## config.mk

```make
export PLATFORM = sky130hd
export DESIGN_NAME = shift_unit_ctrl
export DESIGN_NICKNAME = d
export VERILOG_FILES = /design/src/rtl/shift_unit_ctrl.sv
export SDC_FILE = /design/constraint.sdc
export NUM_CORES = 1
export LEC_CHECK = 0
export CAP_MARGIN = 20
export CORE_MARGIN = 2
export CORE_UTILIZATION = 45
export DETAILED_ROUTE_END_ITERATION = 10
export PLACE_DENSITY = 0.76
export RECOVER_POWER = 100
export SLEW_MARGIN = 20
export SYNTH_ARGS = -nofsm -noshare
export SYNTH_HDL_FRONTEND = slang
export SYNTH_SLANG_ARGS = --single-unit
```

## constraint.sdc

```tcl
create_clock -name clk -period 2.4 [get_ports clk]
set_input_delay 0.48 -clock clk [delete_from_list [all_inputs] [get_ports clk]]
set_output_delay 0.48 -clock clk [all_outputs]
set_load 0.05 [all_outputs]
```

## src/rtl/shift_unit_ctrl.sv

```systemverilog
// rtl/shift_unit_ctrl.sv - four-state shift controller around a left-only barrel shifter
// Define SHIFT_UNIT_SRA_EN to enable op=10 as arithmetic right shift; otherwise op=10 is reserved.

module Shifter (
  input  logic [31:0] dataA,
  input  logic [4:0]  dataB,
  output logic [31:0] dataOut
);
  assign dataOut = dataA << dataB;
endmodule

module shift_unit_ctrl (
  input  logic        clk,
  input  logic        rst_n,
  input  logic        start,
  input  logic [1:0]  op,
  input  logic [31:0] dataIn,
  input  logic [4:0]  shamt,
  output logic        busy,
  output logic        done,
  output logic        err,
  output logic [31:0] dataOut,
  output logic [7:0]  opCnt
);
  typedef enum logic [1:0] {S_IDLE, S_LOAD, S_SHIFT, S_DONE} state_t;

  localparam logic [1:0] OP_SLL = 2'b00;
  localparam logic [1:0] OP_SRL = 2'b01;
`ifdef SHIFT_UNIT_SRA_EN
  localparam logic [1:0] OP_SRA = 2'b10;
`endif

  state_t      state_q;
  logic [1:0]  op_q;
  logic [4:0]  shamt_q;
  logic [31:0] operand_q;
  logic [31:0] result_q;
  logic        busy_q;
  logic        done_q;
  logic        err_q;
  logic [31:0] dout_q;
  logic [7:0]  cnt_q;
`ifdef SHIFT_UNIT_SRA_EN
  logic        sign_q;
`endif

  logic [31:0] shift_out;
  logic [31:0] result_rev;
  logic [31:0] dout_d;
  logic        err_d;

  function automatic logic [31:0] bit_rev(input logic [31:0] x);
    logic [31:0] r;
    for (int i = 0; i < 32; i++) r[i] = x[31-i];
    return r;
  endfunction

  // Right shifts reuse the left shifter by reversing the operand on the way in and out.
  Shifter u_shifter (
    .dataA   (operand_q),
    .dataB   (shamt_q),
    .dataOut (shift_out)
  );

  always_comb begin
    result_rev = bit_rev(result_q);
    dout_d     = 32'h0;
    err_d      = 1'b0;
    case (op_q)
      OP_SLL: dout_d = result_q;
      OP_SRL: dout_d = result_rev;
`ifdef SHIFT_UNIT_SRA_EN
      OP_SRA: dout_d = sign_q ? (result_rev | ~(32'hFFFF_FFFF >> shamt_q)) : result_rev;
`endif
      default: err_d = 1'b1;
    endcase
  end

  always_ff @(posedge clk or negedge rst_n) begin
    if (!rst_n) begin
      state_q   <= S_IDLE;
      op_q      <= 2'b00;
      shamt_q   <= 5'd0;
      operand_q <= 32'h0;
      result_q  <= 32'h0;
      busy_q    <= 1'b0;
      done_q    <= 1'b0;
      err_q     <= 1'b0;
      dout_q    <= 32'h0;
      cnt_q     <= 8'h0;
`ifdef SHIFT_UNIT_SRA_EN
      sign_q    <= 1'b0;
`endif
    end else begin
      case (state_q)
        S_IDLE: begin
          if (start) begin
            state_q   <= S_LOAD;
            op_q      <= op;
            shamt_q   <= shamt;
            operand_q <= (op == OP_SLL) ? dataIn : bit_rev(dataIn);
            busy_q    <= 1'b1;
            err_q     <= 1'b0;
`ifdef SHIFT_UNIT_SRA_EN
            sign_q    <= dataIn[31];
`endif
          end
        end
        S_LOAD: begin
          state_q  <= S_SHIFT;
          result_q <= shift_out;
        end
        S_SHIFT: begin
          state_q <= S_DONE;
          dout_q  <= dout_d;
          err_q   <= err_d;
          done_q  <= 1'b1;
          cnt_q   <= cnt_q + 8'd1;
        end
        default: begin
          state_q <= S_IDLE;
          done_q  <= 1'b0;
          busy_q  <= 1'b0;
        end
      endcase
    end
  end

  assign busy    = busy_q;
  assign done    = done_q;
  assign err     = err_q;
  assign dataOut = dout_q;
  assign opCnt   = cnt_q;
endmodule
```

* Word level (Yosys, flattened, before mapping)
Index checks and enable logic that the tools add are counted.
** Storage, ports and cells
- Flip-flop bits (word level) :: 116
- Output and inout port bits :: 43
- Word-level logic and storage cells :: 37
** Operators by class
- $add $sub $neg :: 1
- Equality and inequality tests :: 4
- Shift operators :: 1
- Mux-type cells :: 10
- Bitwise operators :: 1
- Reductions and logical operators :: 10
** Operator list (number)
- 32-bit one-hot mux with 2 select lines :: 1
- 32-bit 2-to-1 mux :: 1
- 32-bit by 5-bit << shifter with 32-bit output :: 1
- 8-bit by 1-bit adder with 8-bit output, second input constant :: 1
- 2-bit zero test :: 3
- 1-bit one-hot mux with 2 select lines :: 3
- 2-bit one-hot mux with 3 select lines :: 1
- 2-bit AND reduction :: 3
- 2-bit OR reduction :: 3
- 2-bit by 1-bit == test with 1-bit output, second input constant :: 2
- 1-bit 2-to-1 mux :: 3
- 2-bit == test, second input constant :: 1
- 2-bit 2-to-1 mux :: 1
- 2-bit != test, second input constant :: 1
- 2-bit nonzero test :: 1
- 1-bit NOT :: 1

* Depth between registers and ports, before layout
Gate-level depths: netlist of run 1.
- Depth in word-level cells :: 4
- Depth in mapped cells :: 8
- Depth with buffers taken out :: 6

* Modules after synthesis
Synthesis of run 1 repeated with hierarchy kept, for this count alone.
** Second synthesis, totals
- Cell total of the unflattened synthesis :: 586
- Area total of the unflattened synthesis :: 6805.3 µm²
** By module, submodules not included
- shift_unit_ctrl :: times used 1, cells each 410, area each 5081.1 µm², sequential area each 2902.8 µm²
- Shifter :: times used 1, cells each 176, area each 1724.2 µm², sequential area each 0.0 µm²

* Least setup slack after synthesis of run 1
OpenSTA, ideal clock, no wires.
- Path kind :: reg2reg
- Start :: register shamt_q[0]
- End :: register result_q[28]
- Arrival :: 1.777 ns
- Required time :: 2.268 ns
- Slack :: 0.491 ns
- Cell stages (with the launch flop) :: 7
- Period minus slack after synthesis :: 1.909 ns
- Path through :: dfrtp_1 buf_6 buf_6 mux4_2 mux2i_1 o221ai_1 or3b_1
** Between the ends
- Longest elaborated chain between the ends :: 1
** Ends and longest elaborated chain
- from (decl) :: RTL line 35 : logic [4:0] shamt_q;
- from (signal assigned) :: RTL line 100 : shamt_q <= shamt;
- 32-bit by 5-bit << shifter with 32-bit output :: RTL line 9 : assign dataOut = dataA << dataB;
- to (signal assigned) :: RTL line 111 : result_q <= shift_out;
- to (decl) :: RTL line 37 : logic [31:0] result_q;
No other way between the ends.
A chain may end at the register's enable or synchronous reset.

* Worst setup path after layout of run 1
- Start :: register shamt_q[0]
- End :: register result_q[30]
Same word-level chain as after synthesis.

==> results of run 1 <==
[critical path: cells and delay by family, from the launching register on]
kind	cells	cell delay, ns
muxes	2	0.94
AOI/OAI and AO/OA	1	0.17
buffers and inverters	1	0.20
and+or+nand+nor	1	0.24
DFF	1	0.57
[layout make-up]
| class | instances | area, µm² | area share |
|---|---|---|---|
| multi-input combinational | 409 | 3540 | 0.411 |
| sequential | 116 | 2910 | 0.338 |
| timing repair buffer | 125 | 1150 | 0.133 |
| clock buffer | 22 | 494 | 0.0574 |
| tap | 184 | 230 | 0.0268 |
| clock inverter | 10 | 145 | 0.0169 |
| inverter | 38 | 143 | 0.0166 |
[layer usage]
layer | part of all wire | track usage | vias up
li1 | - | - | 2501
met1 | 0.43 | 0.328 | 2710
met2 | 0.49 | 0.408 | 211
met3 | 0.058 | 0.0465 | 21
met4 | 0.018 | 0.0698 | 0
met5 | 0 | 0 | -
[cells by family after synthesis]
kind of cell	after synthesis	synth area share
mux	152	0.288
xor+xnor	7	0.00899
simple gates	105	0.0706
buf+inv	87	0.0561
fa+ha+maj	4	0.00734
compound gates	141	0.143
flops	116	0.426
[timing repair]
action,CTS,global route
setup buffers,0,1
endpoints found under the setup margin,0,9
resized for setup,0,1
[per-stage QoR]
step           hold WS (ns)  setup slack, ns  total power [mW]  area [µm²]  utilization
6_report              0.470            0.180              14.5        8610        0.588
4_1_cts               0.207           0.0152              14.7        8630        0.590
3_3_place_gp          0.461           0.0831              11.8        8000        0.546
3_5_place_dp          0.482           0.0268              11.9        8000        0.546
2_1_floorplan         0.184            0.491              9.27        6820            -
5_1_grt               0.504           0.0803              15.3        8610        0.588
[report_power, final]
part           switching, mW  total (mW)  internal (mW)
Clock                  0.919        2.69           1.77
Combinational           4.42        7.88           3.46
Sequential              1.10        3.92           2.81
[worst max path at each step]
stage,from,to,cells past startpoint
after floorplan,shamt_q[0],result_q[28],6
after global placement,shamt_q[0],result_q[20],5
after detailed placement,shamt_q[0],result_q[28],5
after CTS,shamt_q[0],result_q[28],5
after global routing,state_q[0],operand_q[21],6
final,shamt_q[0],result_q[30],5
[cells in the mapped netlist, types with 3 or more instances]
| cell | n | area share |
|---|---|---|
| nor2b_1 | 8 | 0.0073 |
| mux2i_1 | 105 | 0.15 |
| o21ai_0 | 5 | 0.0037 |
| o2bb2ai_1 | 13 | 0.017 |
| and3_1 | 3 | 0.0028 |
| ha_1 | 4 | 0.0073 |
| clkbuf_1 | 22 | 0.012 |
| a221o_1 | 3 | 0.0044 |
| a32o_1 | 3 | 0.0044 |
| inv_1 | 37 | 0.020 |
| xnor2_1 | 4 | 0.0051 |
| o221ai_1 | 7 | 0.0090 |
| buf_2 | 9 | 0.0066 |
| o22ai_1 | 34 | 0.031 |
| mux4_2 | 34 | 0.11 |
| nand2_1 | 26 | 0.014 |
| a21oi_1 | 37 | 0.027 |
| buf_1 | 12 | 0.0066 |
| nor2_1 | 46 | 0.025 |
| nand3_1 | 5 | 0.0037 |
| a22oi_1 | 8 | 0.0088 |
| a2bb2oi_1 | 3 | 0.0039 |
| a32oi_1 | 6 | 0.0077 |
| dfrtp_1 | 116 | 0.43 |
| mux2_2 | 12 | 0.020 |
| xor2_1 | 3 | 0.0039 |
| buf_6 | 4 | 0.0066 |
| nand2b_1 | 5 | 0.0046 |
| o22a_1 | 3 | 0.0039 |
[state kept, by name (all words and copies together) (netlist names)]
name	count
err	1
op_q	2
operand_q	32
state_q	2
shamt_q	5
busy	1
opCnt	8
dataOut	32
result_q	32
done	1
==> impl_metrics.json, run 1 <==
{
  "status": "complete, but fails checks",
  "violations": "max-capacitance violations, max-slew violations",
  "path_class": "register to register",
  "hold_viol": 0,
  "postSynthAreaPerCell_um2": 11.1,
  "layout_common_cells": "115 x dfrtp_1, 105 x mux2i_1, 45 x nor2_1, 43 x dlygate4sd3_1, 40 x clkdlybuf4s50_1",
  "vias_per_cell": 6.02,
  "critical-path-max-stage-delay_ns": 0.57,
  "routed_wl_um": 18800,
  "cts_hold_buffers": 0,
  "io_pins": 85,
  "grt_max_degree": 68,
  "place_inst": 871,
  "max-vdd-ir-drop_mv": 0.869,
  "synth_nets": 658,
  "cap_viol_max_count": 1,
  "initial_core_util": 0.466,
  "drtIter0Drc": 387,
  "critPathArrivalTime_ns": 2.55,
  "grt_pass1_wl_um": 30400,
  "cts_tree": "yes",
  "yosys.cell_types.count": 57,
  "firstDrtPassIters": 5,
  "cts-root-buf": "clkbuf_16",
  "io_buffers": 84,
  "ys.flop_type": "dfrtp_1",
  "path_clk_slew_ns": 0.05,
  "syn_to_final_growth_pct": 26.2,
  "grt_pass1_vias": 5427,
  "clk_latency_ns": 0.42,
  "cts_made_buffers": 17,
  "die-height_um": 127,
  "rows": 44,
  "slowest_stage": "dfrtp_4",
  "rr_startpoint": "shamt_q[0]",
  "clock_path_buffers": 2,
  "syn_area_um2": 6820,
  "grt_use_total": 0.244,
  "antenna_found_initial": 0,
  "period_minus_slack_ns": 2.22,
  "period_share": 0.925,
  "dp_hpwl_um": 14100,
  "postSynthCellCount": 612,
  "die_w_um": 127,
  "hold_path_class": "input port to async pin",
  "core_area_um2": 14600,
  "reg2reg_slack_ns": 0.18,
  "fin_skew_ns": 0.00700,
  "finalSetupTns_ns": 0,
  "synth-edff-count": 0,
  "synth.ff_latch_count": 116,
  "powerDensity_nw_per_um2": 1680,
  "synth-seq-area-share": 0.426,
  "cts.sinks": 116,
  "tightest_slew_ns": 1.72,
  "slew_viol_final": 67,
  "r2r_cells": 5,
  "endpoint_kind": "register",
  "layout_commonest_cell": "dfrtp_1",
  "die-area_um2": 16200,
  "cp.required_ns": 2.73,
  "drc_errors": 0,
  "setup_violations": 0,
  "grt_overflow": 0,
  "antenna_left": 0,
  "vias": 5443,
  "htreeDepth": 4,
  "relSlewSlack": -0.145,
  "fmaxAchievable_ghz": 0.450,
  "worstReg2RegEnd": "result_q[30]",
  "crit_fanout": 13,
  "num-fill-cells": 1288,
  "yosys_warnings": 0,
  "rsz0062_at_grt": "no",
  "routedWlPerCell_um": 20.8,
  "synthArstFlopShare": 1.00,
  "worst_setup_path_start_kind": "register",
  "drive_gt1_frac": 0.156,
  "finalNetCount": 753,
  "antenna_cells": 0,
  "worstPathCellList": "clkbuf_1, nand2b_1, mux4_2, mux2_1, o221ai_1",
  "gp_congestion": 0.919,
  "leakage_nw": 3.72,
  "instances_no_fill": 904
}
Note: power is estimated with default switching activity, not from simulation.
==> inputs of run 2 (changes only) <==
Settings changed: CORE_UTILIZATION 45 to 56, GPL_ROUTABILITY_DRIVEN set to 0, PLACE_DENSITY 0.76 to 0.89.
==> impl_metrics.json, run 2 (synthesized netlist as in run 1, its figures left out) <==
{
  "cts.sinks": 116,
  "max-vdd-ir-drop_mv": 0.683,
  "cp.required_ns": 2.70,
  "hold_path_class": "input port to async pin",
  "die-height_um": 114,
  "vias": 5550,
  "place_area_um2": 7890,
  "htreeDepth": 4,
  "drtIter0Drc": 720,
  "cts_hold_buffers": 0,
  "grt_pass1_wl_um": 29000,
  "cts_made_buffers": 17,
  "status": "finished clean",
  "cts_resized": 0,
  "num-fill-cells": 838,
  "grt_pass1_vias": 5582,
  "drive_gt1_frac": 0.149,
  "cts-root-buf": "clkbuf_16",
  "clk_latency_ns": 0.42,
  "dp_hpwl_um": 12800,
  "whs_ns": 0.287,
  "vias_per_cell": 6.51,
  "clock_path_buffers": 2,
  "multiInputGateArea_um2": 3540,
  "leakage_nw": 3.66,
  "fmaxAchievable_ghz": 0.450,
  "final-seq-area_um2": 2910,
  "firstDrtPassIters": 5,
  "drc_errors": 0,
  "routedWlPerCell_um": 20.6,
  "io_buffers": 84,
  "worst_setup_path_start_kind": "register",
  "path_clk_slew_ns": 0.05,
  "reg2reg_slack_ns": 0.18,
  "rsz0062_at_grt": "no",
  "grt_use_total": 0.288,
  "grt_max_degree": 50,
  "layout_common_cells": "115 x dfrtp_1, 105 x mux2i_1, 45 x nor2_1, 43 x dlygate4sd3_1, 40 x clkdlybuf4s50_1",
  "endpoint_kind": "register",
  "fin_skew_ns": 0.0104,
  "finalSetupTns_ns": 0,
  "path_class": "register to register",
  "critPathArrivalTime_ns": 2.52,
  "r2r_cells": 5,
  "cts_setup_buffers": 0,
  "die-area_um2": 13100,
  "antenna_cells": 0,
  "period_share": 0.926,
  "setup_violations": 0,
  "crit_fanout": 31,
  "rows": 40,
  "antenna_left": 0,
  "layout_commonest_cell": "dfrtp_1",
  "powerDensity_nw_per_um2": 1670,
  "hold_viol": 0,
  "tightest_slew_ns": 1.16,
  "io_pins": 85,
  "grt_overflow": 0,
  "initial_core_util": 0.570,
  "finalNetCount": 739,
  "slew_viol_final": 0,
  "die_w_um": 114,
  "cts_tree": "yes",
  "relSlewSlack": 0.227,
  "rr_startpoint": "shamt_q[0]",
  "routed_wl_um": 17600,
  "syn_to_final_growth_pct": 23.5,
  "cap_viol_max_count": 0,
  "final_cell_area_um2": 8420,
  "antenna_found_initial": 0,
  "core_area_um2": 12000,
  "worstReg2RegEnd": "result_q[28]",
  "period_minus_slack_ns": 2.22
}
## run 2: cell count changes in the layout (fill, tap and decap cells not counted), moves of 2 or more
cell / before / now
clkbuf_1: 9 / 0
clkinv_4: 3 / 1
clkbuf_8: 5 / 3
mux2_2: 10 / 8
buf_4: 26 / 18
clkbuf_2: 3 / 6
bufinv_16: 3 / 1
clkinv_2: 1 / 5
mux2_1: 3 / 5
## run 2: metrics by stage
stage               power [mW]  setup slack (ns)  utilization  cells
floorplan                 9.27             0.491            -    612
global placement          11.2             0.219        0.660    821
detailed placement        11.5             0.140        0.660    821
CTS                       14.0             0.124        0.707    853
global route              14.7            0.0688        0.704    853
finish                    14.0             0.178        0.704    853
## run 2: worst max-delay path by stage
| stage | start | cells after the start | slack, ns | endpoint |
|---|---|---|---|---|
| global placement | shamt_q[0] | 5 | 0.22 | result_q[20] |
| floorplan | shamt_q[0] | 6 | 0.49 | result_q[28] |
| CTS | shamt_q[0] | 5 | 0.12 | result_q[27] |
| finish | shamt_q[0] | 5 | 0.18 | result_q[28] |
| detailed placement | shamt_q[0] | 5 | 0.14 | result_q[28] |
| global route | shamt_q[0] | 5 | 0.07 | result_q[28] |
## run 2: worst max-delay path: stages (launching register included)
cell,delay [ns]
dfrtp_4,0.58
buf_12,0.26
mux2i_1,0.39
mux4_2,0.35
o221ai_1,0.12
or3b_1,0.38
## run 2: final cells by class
type,count,share of cell area
multi-input cells,409,0.421
well taps,147,0.0218
flip-flops and latches,116,0.345
clock inverters,12,0.0123
repair buffers,111,0.128
inverters,38,0.0169
clock buffers,20,0.0554
## run 2: where the power goes
part	total [mW]	internal, mW	switching (mW)	leakage [nW]
clock	2.41	1.50	0.913	0.278
sequential	3.87	2.82	1.05	1.43
combinational	7.76	3.37	4.39	1.95
total	14.0	7.68	6.35	3.66
## run 2: metal layers
| layer | share of wire | wire length, µm | GRT usage |
|---|---|---|---|
| met1 | 0.39 | 6870 | 0.357 |
| met2 | 0.48 | 8370 | 0.458 |
| met3 | 0.087 | 1530 | 0.0905 |
| met4 | 0.048 | 840 | 0.149 |
| met5 | 0 | 0 | 0 |
==> inputs of run 3 (changes only) <==
Settings changed: TNS_END_PERCENT set to 30.
==> results of run 3 <==
No change in the layout: final DEF, timing and power equal those of run 2.
